### src/rtl/endgenerate_blk.sv
// endgenerate_blk: registered WIDTH-bit arithmetic slice, {Cout,D} = A + Y + Cin,
// where Y is B, ~B, all zeros or all ones according to S1:S0.
// Optional status flags (Z, V, N) are built when the macro ALU_FLAGS_EN is defined.
module endgenerate_blk #(
    parameter int unsigned WIDTH = 4
) (
    input  logic             clk,
    input  logic             rst_n,
    input  logic             in_valid,
    input  logic [WIDTH-1:0] A,
    input  logic [WIDTH-1:0] B,
    input  logic             S1,
    input  logic             S0,
    input  logic             Cin,
    output logic             out_valid,
    output logic [WIDTH-1:0] D,
    output logic             Cout
`ifdef ALU_FLAGS_EN
    ,
    output logic             Z,
    output logic             V,
    output logic             N
`endif
);

    logic [WIDTH-1:0] y;
    logic [WIDTH-1:0] p;
    logic [WIDTH-1:0] g;
    logic [WIDTH-1:0] sum;
    logic [WIDTH:0]   c;

    // Operand select for the Y input of the adder
    always_comb begin
        y = B;
        unique case ({S1, S0})
            2'b00:   y = B;
            2'b01:   y = ~B;
            2'b10:   y = '0;
            2'b11:   y = '1;
            default: y = B;
        endcase
    end

    assign p    = A ^ y;
    assign g    = A & y;
    assign c[0] = Cin;

    // Ripple carry-propagate chain, one cell per bit
    for (genvar i = 0; i < int'(WIDTH); i++) begin : g_bit
        assign c[i+1] = g[i] | (p[i] & c[i]);
        assign sum[i] = p[i] ^ c[i];
    end

    // Result register: capture on in_valid, hold otherwise
    always_ff @(posedge clk or negedge rst_n) begin
        if (!rst_n) begin
            out_valid <= 1'b0;
            D         <= '0;
            Cout      <= 1'b0;
        end else begin
            out_valid <= in_valid;
            if (in_valid) begin
                D    <= sum;
                Cout <= c[WIDTH];
            end
        end
    end

`ifdef ALU_FLAGS_EN
    // Status flags captured alongside the result
    always_ff @(posedge clk or negedge rst_n) begin
        if (!rst_n) begin
            Z <= 1'b0;
            V <= 1'b0;
            N <= 1'b0;
        end else if (in_valid) begin
            Z <= (sum == '0);
            V <= c[WIDTH] ^ c[WIDTH-1];
            N <= sum[WIDTH-1];
        end
    end
`endif

endmodule

### config.mk
export PLATFORM = sky130hd
export DESIGN_NAME = endgenerate_blk
export DESIGN_NICKNAME = d
export VERILOG_FILES = /design/src/rtl/endgenerate_blk.sv
export SDC_FILE = /design/constraint.sdc
export NUM_CORES = 1
export LEC_CHECK = 0
export CAP_MARGIN = 20
export CORE_AREA = 4 4 41 43
export CTS_CLUSTER_DIAMETER = 60
export CTS_CLUSTER_SIZE = 24
export DETAILED_ROUTE_END_ITERATION = 8
export DIE_AREA = 0 0 45 47
export GPL_ROUTABILITY_DRIVEN = 0
export GPL_TIMING_DRIVEN = 0
export PLACE_DENSITY_LB_ADDON = 0.08
export SLEW_MARGIN = 0
export SYNTH_ARGS = -nofsm -noshare
export SYNTH_HDL_FRONTEND = slang
export SYNTH_SLANG_ARGS = --single-unit
### constraint.sdc
create_clock -name clk -period 1.3 [get_ports clk]
set_clock_uncertainty 0.1 [all_clocks]
set_input_delay 0.325 -clock clk [delete_from_list [all_inputs] [get_ports clk]]
set_output_delay 0.325 -clock clk [all_outputs]
set_load 0.005 [all_outputs]
# == Yosys cells after proc, flatten, opt, wreduce, memory -nomap -nowiden ==
# Index checks and enable logic that the tools add are counted.
# op_classes
n_eq_ne,3
n_mux,1
bitwise,15
reduce_logical,1
# op_table
operator,n
one-hot mux 4 bit (4 select lines),1
AND 1 bit,4
AND 4 bit,1
"equality test 2 bit, second input constant",2
inverter 4 bit,1
OR 1 bit,4
bitwise XOR 1 bit,4
bitwise XOR 4 bit,1
"equality test 2 x 1 -> 1 bit, second input constant",1
zero test 2 bit,1
# totals
register_bits,6
input_bits,14
output_inout_bits,6
wordCells,23

# == Logic depth before layout (Yosys ltp) ==
# Gate-level depths: netlist of run 1.
# depth
ltp_word,11
ltp_mapped,9
mapped_depth_nobuf,9

# == Worst setup path after synthesis of run 1 ==
# No wires, ideal clock.
# synth_path
path_type,input-to-reg
from,in S0
to,reg D[3]
setup_ns,0.125
arrival_ns,2.294
t_required_ns,1.075
slack_ns,-1.219
stages,9
n_path_buf,1
path_cell_list,buf_2 xnor2_1 fa_1 inv_1 fa_1 fa_1 inv_1 fa_1 mux2_4
# synth_between
elab_chain_len,10
word_cells_on_any_way,14
classes_between,eq/ne: 3; mux: 1; bitwise: 9; reduce/logical: 1
# synth_rtl
item,line,source
start: declaration,13,"input logic S0,"
"equality test 2 bit, or another cell as far along",35,"unique case ({S1, S0})"
one-hot mux 4 bit (4 select lines) (*),35,
bitwise XOR 4 bit,44,assign p = A ^ y;
AND 1 bit,50,assign c[i+1] = g[i] | (p[i] & c[i]);
OR 1 bit,50,
AND 1 bit,50,
OR 1 bit,50,
AND 1 bit,50,
OR 1 bit,50,
bitwise XOR 1 bit (*),51,assign sum[i] = p[i] ^ c[i];
named net sum[3],29,logic [WIDTH-1:0] sum;
end signal: assignment,63,D <= sum;
end: declaration,16,"output logic [WIDTH-1:0] D,"
# Mark *: on every way through the listed nets, which the timed path passes. The rest lies on a longest branch.
# A chain may end at the register's enable or synchronous reset.

# == Final worst setup path of run 1 ==
# layout_path
from,in S1
to,reg D[3]
# layout_between
elab_chain_len,10
word_cells_on_any_way,14
classes_between,eq/ne: 3; mux: 1; bitwise: 9; reduce/logical: 1
# layout_rtl
item,line,source
start: declaration,12,"input logic S1,"
"equality test 2 bit, or another cell as far along",35,
one-hot mux 4 bit (4 select lines) (*),35,
bitwise XOR 4 bit,44,
AND 1 bit,50,
OR 1 bit,50,
AND 1 bit,50,
OR 1 bit,50,
AND 1 bit,50,
OR 1 bit,50,
bitwise XOR 1 bit (*),51,
named net sum[3],29,
# Marked as above.

==> flow_summary.toml, run 1 <==
[setup_path]
required_ns = 1.32
cp_max_fo = 2
setup.worst_path.start_class = "primary input"
crit_arrival_ns = 2.33
cp-end-kind = "flip-flop"
path_class = "in2reg"

[cells_and_area]
fin_nets = 77
antenna_cells = 0
mostFrequentLayoutCells = "7 x clkdlybuf4s50_1, 6 x dfrtp_1, 6 x buf_4, 5 x clkdlybuf4s15_1"
post-route-util_pct = 53.8
final_common_cell = "clkdlybuf4s50_1"
layout-drive-gt1-share_pct = 42.1
final_area_um2 = 699
area_growth_syn_to_layout_pct = 77.5
n_fill_cell = 119

[die]
die_w_um = 45
die_y_um = 47
dieArea_um2 = 2120
rows = 13
fp.coreArea_um2 = 1300
start_util_pct = 30.3
io_pins = 20

[sta]
period_share_pct = 178
drv_slew = 0
fmax_mhz = 432
hold_viol_final = 0
setup_violations = 5
worst_pin_slew_ns = 0.259
fin_crit_ns = 2.31
setup_ws_ns = -1.01
slew_headroom_pct = 82.7
rsz0062_at_grt = "yes"

[cts]
htree_levels = 1
cts_made_buffers = 3
clockBufferDepth = 2
clkSlewWorstSetupHoldPaths_ns = 0.04
cts_tree = "built"
postCtsHoldBufs = 0
clk_latency_ns = 0.24
clock_sinks = 6
root_buffer = "clkbuf_4"

[synthesis]
seq_area_frac_synth_pct = 38.1
yosysUniqueCellTypes = 10
syn_avg_cell_area_um2 = 12.7
syn_inst = 31
ys_ff_latch = 6
syn-cell-area_um2 = 394
ys_warn_count = 0
synth_fp_nets = 49

[route]
drt_first_pass_iters = 1
drt-total-wl_um = 769
wl_per_cell_um = 10.7
route.detailed.drc = 0
antenna_left = 0
via_per_inst = 4.10
drt_iter0_drc = 0
detailroute.via_count = 295

[global_route]
grt_max_degree = 7
grt_pass1_wl_um = 1150
antenna_found_initial = 0
grt_usage_pct = 8.24
first_global_vias = 300
grt-ovfl-total = 0

[power]
p_per_area_nw_per_um2 = 1040
ir_drop_mv = 0.384
total_power_w = 0.000726
leakage_nw = 0.335

[place]
dp_slack_ns = -1.74
port_buffers = 18
dp_hpwl_um = 668
placed_cell_area_um2 = 618

[worst_hold_path]
worstHoldPathType = "in2async"

[run_status]
status = "complete, but fails checks"
violations = "setup timing"

[job]
cap_violations = 0
registers in the layout (all words and copies together), names as in the netlist:
signal / flops
out_valid: 1
D: 4
Cout: 1
per-layer routing:
layer | part of all wire (%) | global-route usage, % | vias up
li1 | - | - | 143
met1 | 28 | 6.37 | 135
met2 | 60 | 16.1 | 15
met3 | 9.4 | 2.68 | 2
met4 | 1.8 | 7.02 | 0
met5 | 0 | 0 | -
synth_stat cells, drive strengths merged:
library cell	count	area, um^2
mux2i	2	20.0
nand2b	2	12.5
xnor2	4	35.0
nor2b	2	12.5
inv	6	22.5
buf	2	16.3
fa	4	80.1
dfrtp	6	150
mux2	3	45.0
repair_timing:
action                                  4_1_cts  5_1_grt
setup buffers                                 3        2
resized for setup                            28        2
hold endpoints to repair                      0        0
pin swaps                                     6        3
endpoints found under the setup margin       11        8
worst paths after layout:
kind                        from   endpoint  slack, ns  cells after the start
min in group clk            Cout       Cout       0.41                      1
hold / removal             rst_n       D[2]       0.22                      1
setup reg to reg            D[3]       D[3]       0.32                      2
setup / recovery              S1       D[3]      -1.01                     10
max in group asynchronous  rst_n  out_valid       0.67                      1
hold reg to reg             Cout       Cout       0.41                      1
logic make-up after synthesis:
group / share of synthesized area, %
simple gates: 6.35
fa+ha+maj: 20.3
buf+inv: 9.84
mux: 16.5
xor+xnor: 8.89
flops: 38.1
power by group:
part           internal [W]  switching, W
clock              0.000104     0.0000576
combinational      0.000207      0.000102
sequential         0.000233     0.0000225
total              0.000544      0.000182
per-stage QoR:
step | TNS [ns] | hold slack (ns) | instances
after global routing | -3.06 | 0.250 | 72
after CTS | -3.05 | 0.222 | 70
after floorplan | -3.41 | -0.0706 | 31
final | -2.86 | 0.223 | 72
after global placement | -6.07 | 0.399 | 64
after detailed placement | -6.28 | 0.408 | 64
final cells by class:
class / instances / area (um^2) / share of cell area [%]
tap: 15 / 18.8 / 2.68
clock buffer: 3 / 22.5 / 3.22
multi-input combinational: 17 / 254 / 36.3
sequential: 6 / 150 / 21.5
inverter: 6 / 22.5 / 3.22
buffer: 2 / 18.8 / 2.68
timing repair buffer: 23 / 213 / 30.4
critical path, stage by stage:
cell and delay [ns]:
buf_8 0.09, nand2b_4 0.15, xnor2_4 0.14, fa_2 0.21
inv_2 0.04, fa_2 0.33, fa_2 0.34, inv_2 0.06
fa_1 0.37, mux2_4 0.26
Note: power is estimated with default switching activity, not from simulation.
==> inputs of run 2 (changes only) <==
Settings changed: SKIP_CTS_REPAIR_TIMING set to 1.
==> run 2 against run 1 <==
  * The run still ends with setup timing left
  * Maximum frequency shrank 2.9%
  * Hold slack is essentially flat
  * Largest cell class unchanged
  * Critical path depth is the same
  * Critical path type unchanged
  * Setup slack lost 0.068 ns
  * Total power shrank 3.6%
  * Sequential power is essentially flat
  * Sequential share of layout area shrank 0.38 points
  * First-iteration DRC count grew 2
==> flow_summary.toml, run 2 (synthesized netlist as in run 1, its figures left out) <==
[global_route]
grt_usage_pct = 7.75
first_global_vias = 295
grt-ovfl-total = 0
grt_pass1_wl_um = 1100
antenna_found_initial = 0
grt_max_degree = 7

[cts]
cts_made_buffers = 3
root_buffer = "clkbuf_4"
clkSlewWorstSetupHoldPaths_ns = 0.04
cts_tree = "built"
clockBufferDepth = 2
htree_levels = 1
clk_latency_ns = 0.24
clock_sinks = 6

[route]
wl_per_cell_um = 11.1
via_per_inst = 4.28
detailroute.via_count = 295
drt-total-wl_um = 769
drt_iter0_drc = 2
drt_first_pass_iters = 2
route.detailed.drc = 0
antenna_left = 0

[place]
placed_cells = 64
placed_cell_area_um2 = 618
port_buffers = 18
dp_slack_ns = -1.74
dp_hpwl_um = 668

[setup_path]
setup.worst_path.start_class = "primary input"
cp_max_fo = 3
cp-end-kind = "flip-flop"
reg2reg_from = "D[3]"
rrSetupSlack_ns = 0.44
required_ns = 1.32
reg2reg_depth = 1
r2r-end = "D[3]"
path_class = "in2reg"
crit_arrival_ns = 2.40

[die]
start_util_pct = 30.3
die_y_um = 47
dieArea_um2 = 2120
rows = 13
fp.coreArea_um2 = 1300
io_pins = 20
die_w_um = 45

[cells_and_area]
largest_reg_flops = 4
area_growth_syn_to_layout_pct = 80.6
mostFrequentLayoutCells = "10 x dlymetal6s2s_1, 7 x clkdlybuf4s50_1, 6 x dfrtp_1, 4 x inv_1"
final_area_um2 = 712
multi_input_area_um2 = 254
post-route-util_pct = 54.7
largestRegisters = "D: 4 flops, Cout: 1 flops, out_valid: 1 flops"
seq_area_um2 = 150
n_fill_cell = 118
antenna_cells = 0
largest-register = "D"
final_cells = 69
final_common_cell = "dlymetal6s2s_1"
layout-drive-gt1-share_pct = 37.0
fin_nets = 74

[sta]
setup_violations = 5
finalSetupTns_ns = -2.99
slew_headroom_pct = 82.7
fin_crit_ns = 2.38
drv_slew = 0
hold_viol_final = 0
period_share_pct = 183
setup_ws_ns = -1.08
fmax_mhz = 420
worst_pin_slew_ns = 0.259
rsz0062_at_grt = "yes"

[power]
internal_power_w = 0.000526
leakage_nw = 0.404
p_sw_w = 0.000175
seqPwrFrac_pct = 36.5
ir_drop_mv = 0.374
swShare_pct = 24.9
combPwrFrac_pct = 40.5
p_per_area_nw_per_um2 = 984
clockPowerShare_pct = 23.0

[job]
cap_violations = 0

[worst_hold_path]
worstHoldPathType = "in2async"

[run_status]
violations = "setup timing"
status = "complete, but fails checks"
-- run 2: cell types whose count changed in the layout (fill, tap and decap cells not counted) --
cell	before	now
dlygate4sd2_1	4	0
buf_4	6	3
clkdlybuf4s15_1	5	0
buf_2	1	0
dlymetal6s2s_1	0	10
-- run 2: final cells by class --
type	instances	area share [%]
Timing Repair Buffer	20	31.6
Sequential cell	6	21.1
Tap cell	15	2.64
Buffer	2	2.64
Clock buffer	3	3.16
Multi-Input combinational cell	17	35.7
Inverter	6	3.16
-- run 2: power groups by stage --
stage	Sequential (W)	Clock (W)	Combinational, W
2_1_floorplan	0.000262	0	0.000122
6_report	0.000256	0.000161	0.000283
5_1_grt	0.000263	0.000174	0.000313
3_3_place_gp	0.000258	0	0.000277
4_1_cts	0.000259	0.000170	0.000285
3_5_place_dp	0.000262	0	0.000282
-- run 2: worst max-delay path, stage by stage --
cell	delay, ns
buf_8	0.10
nand2b_4	0.15
xnor2_4	0.13
fa_2	0.21
inv_2	0.04
fa_2	0.36
fa_2	0.39
inv_2	0.06
fa_1	0.37
mux2_4	0.26
-- run 2: how the worst max path moves through the flow --
| stage | startpoint | slack, ns | endpoint | depth (start not counted) |
|---|---|---|---|---|
| final | S1 | -1.08 | D[3] | 10 |
| after global routing | S1 | -1.14 | D[3] | 10 |
| after CTS | S1 | -1.48 | D[3] | 10 |
| after detailed placement | S1 | -1.74 | D[3] | 10 |
| after global placement | S1 | -1.69 | D[3] | 10 |
| after floorplan | S1 | -1.15 | D[3] | 9 |
-- run 2: through the flow --
stage               hold WS [ns]  power, W
floorplan                -0.0706  0.000385
global placement           0.399  0.000535
detailed placement         0.408  0.000544
CTS                        0.222  0.000715
global route               0.250  0.000750
finish                     0.223  0.000700
-- run 2: per-layer routing --
layer,GRT usage (%),share of wire (%),vias up
met1,5.65,30,141
li1,-,-,137
met4,7.02,1.8,0
met5,0,0,-
met3,2.68,9.1,2
met2,15.3,59,15
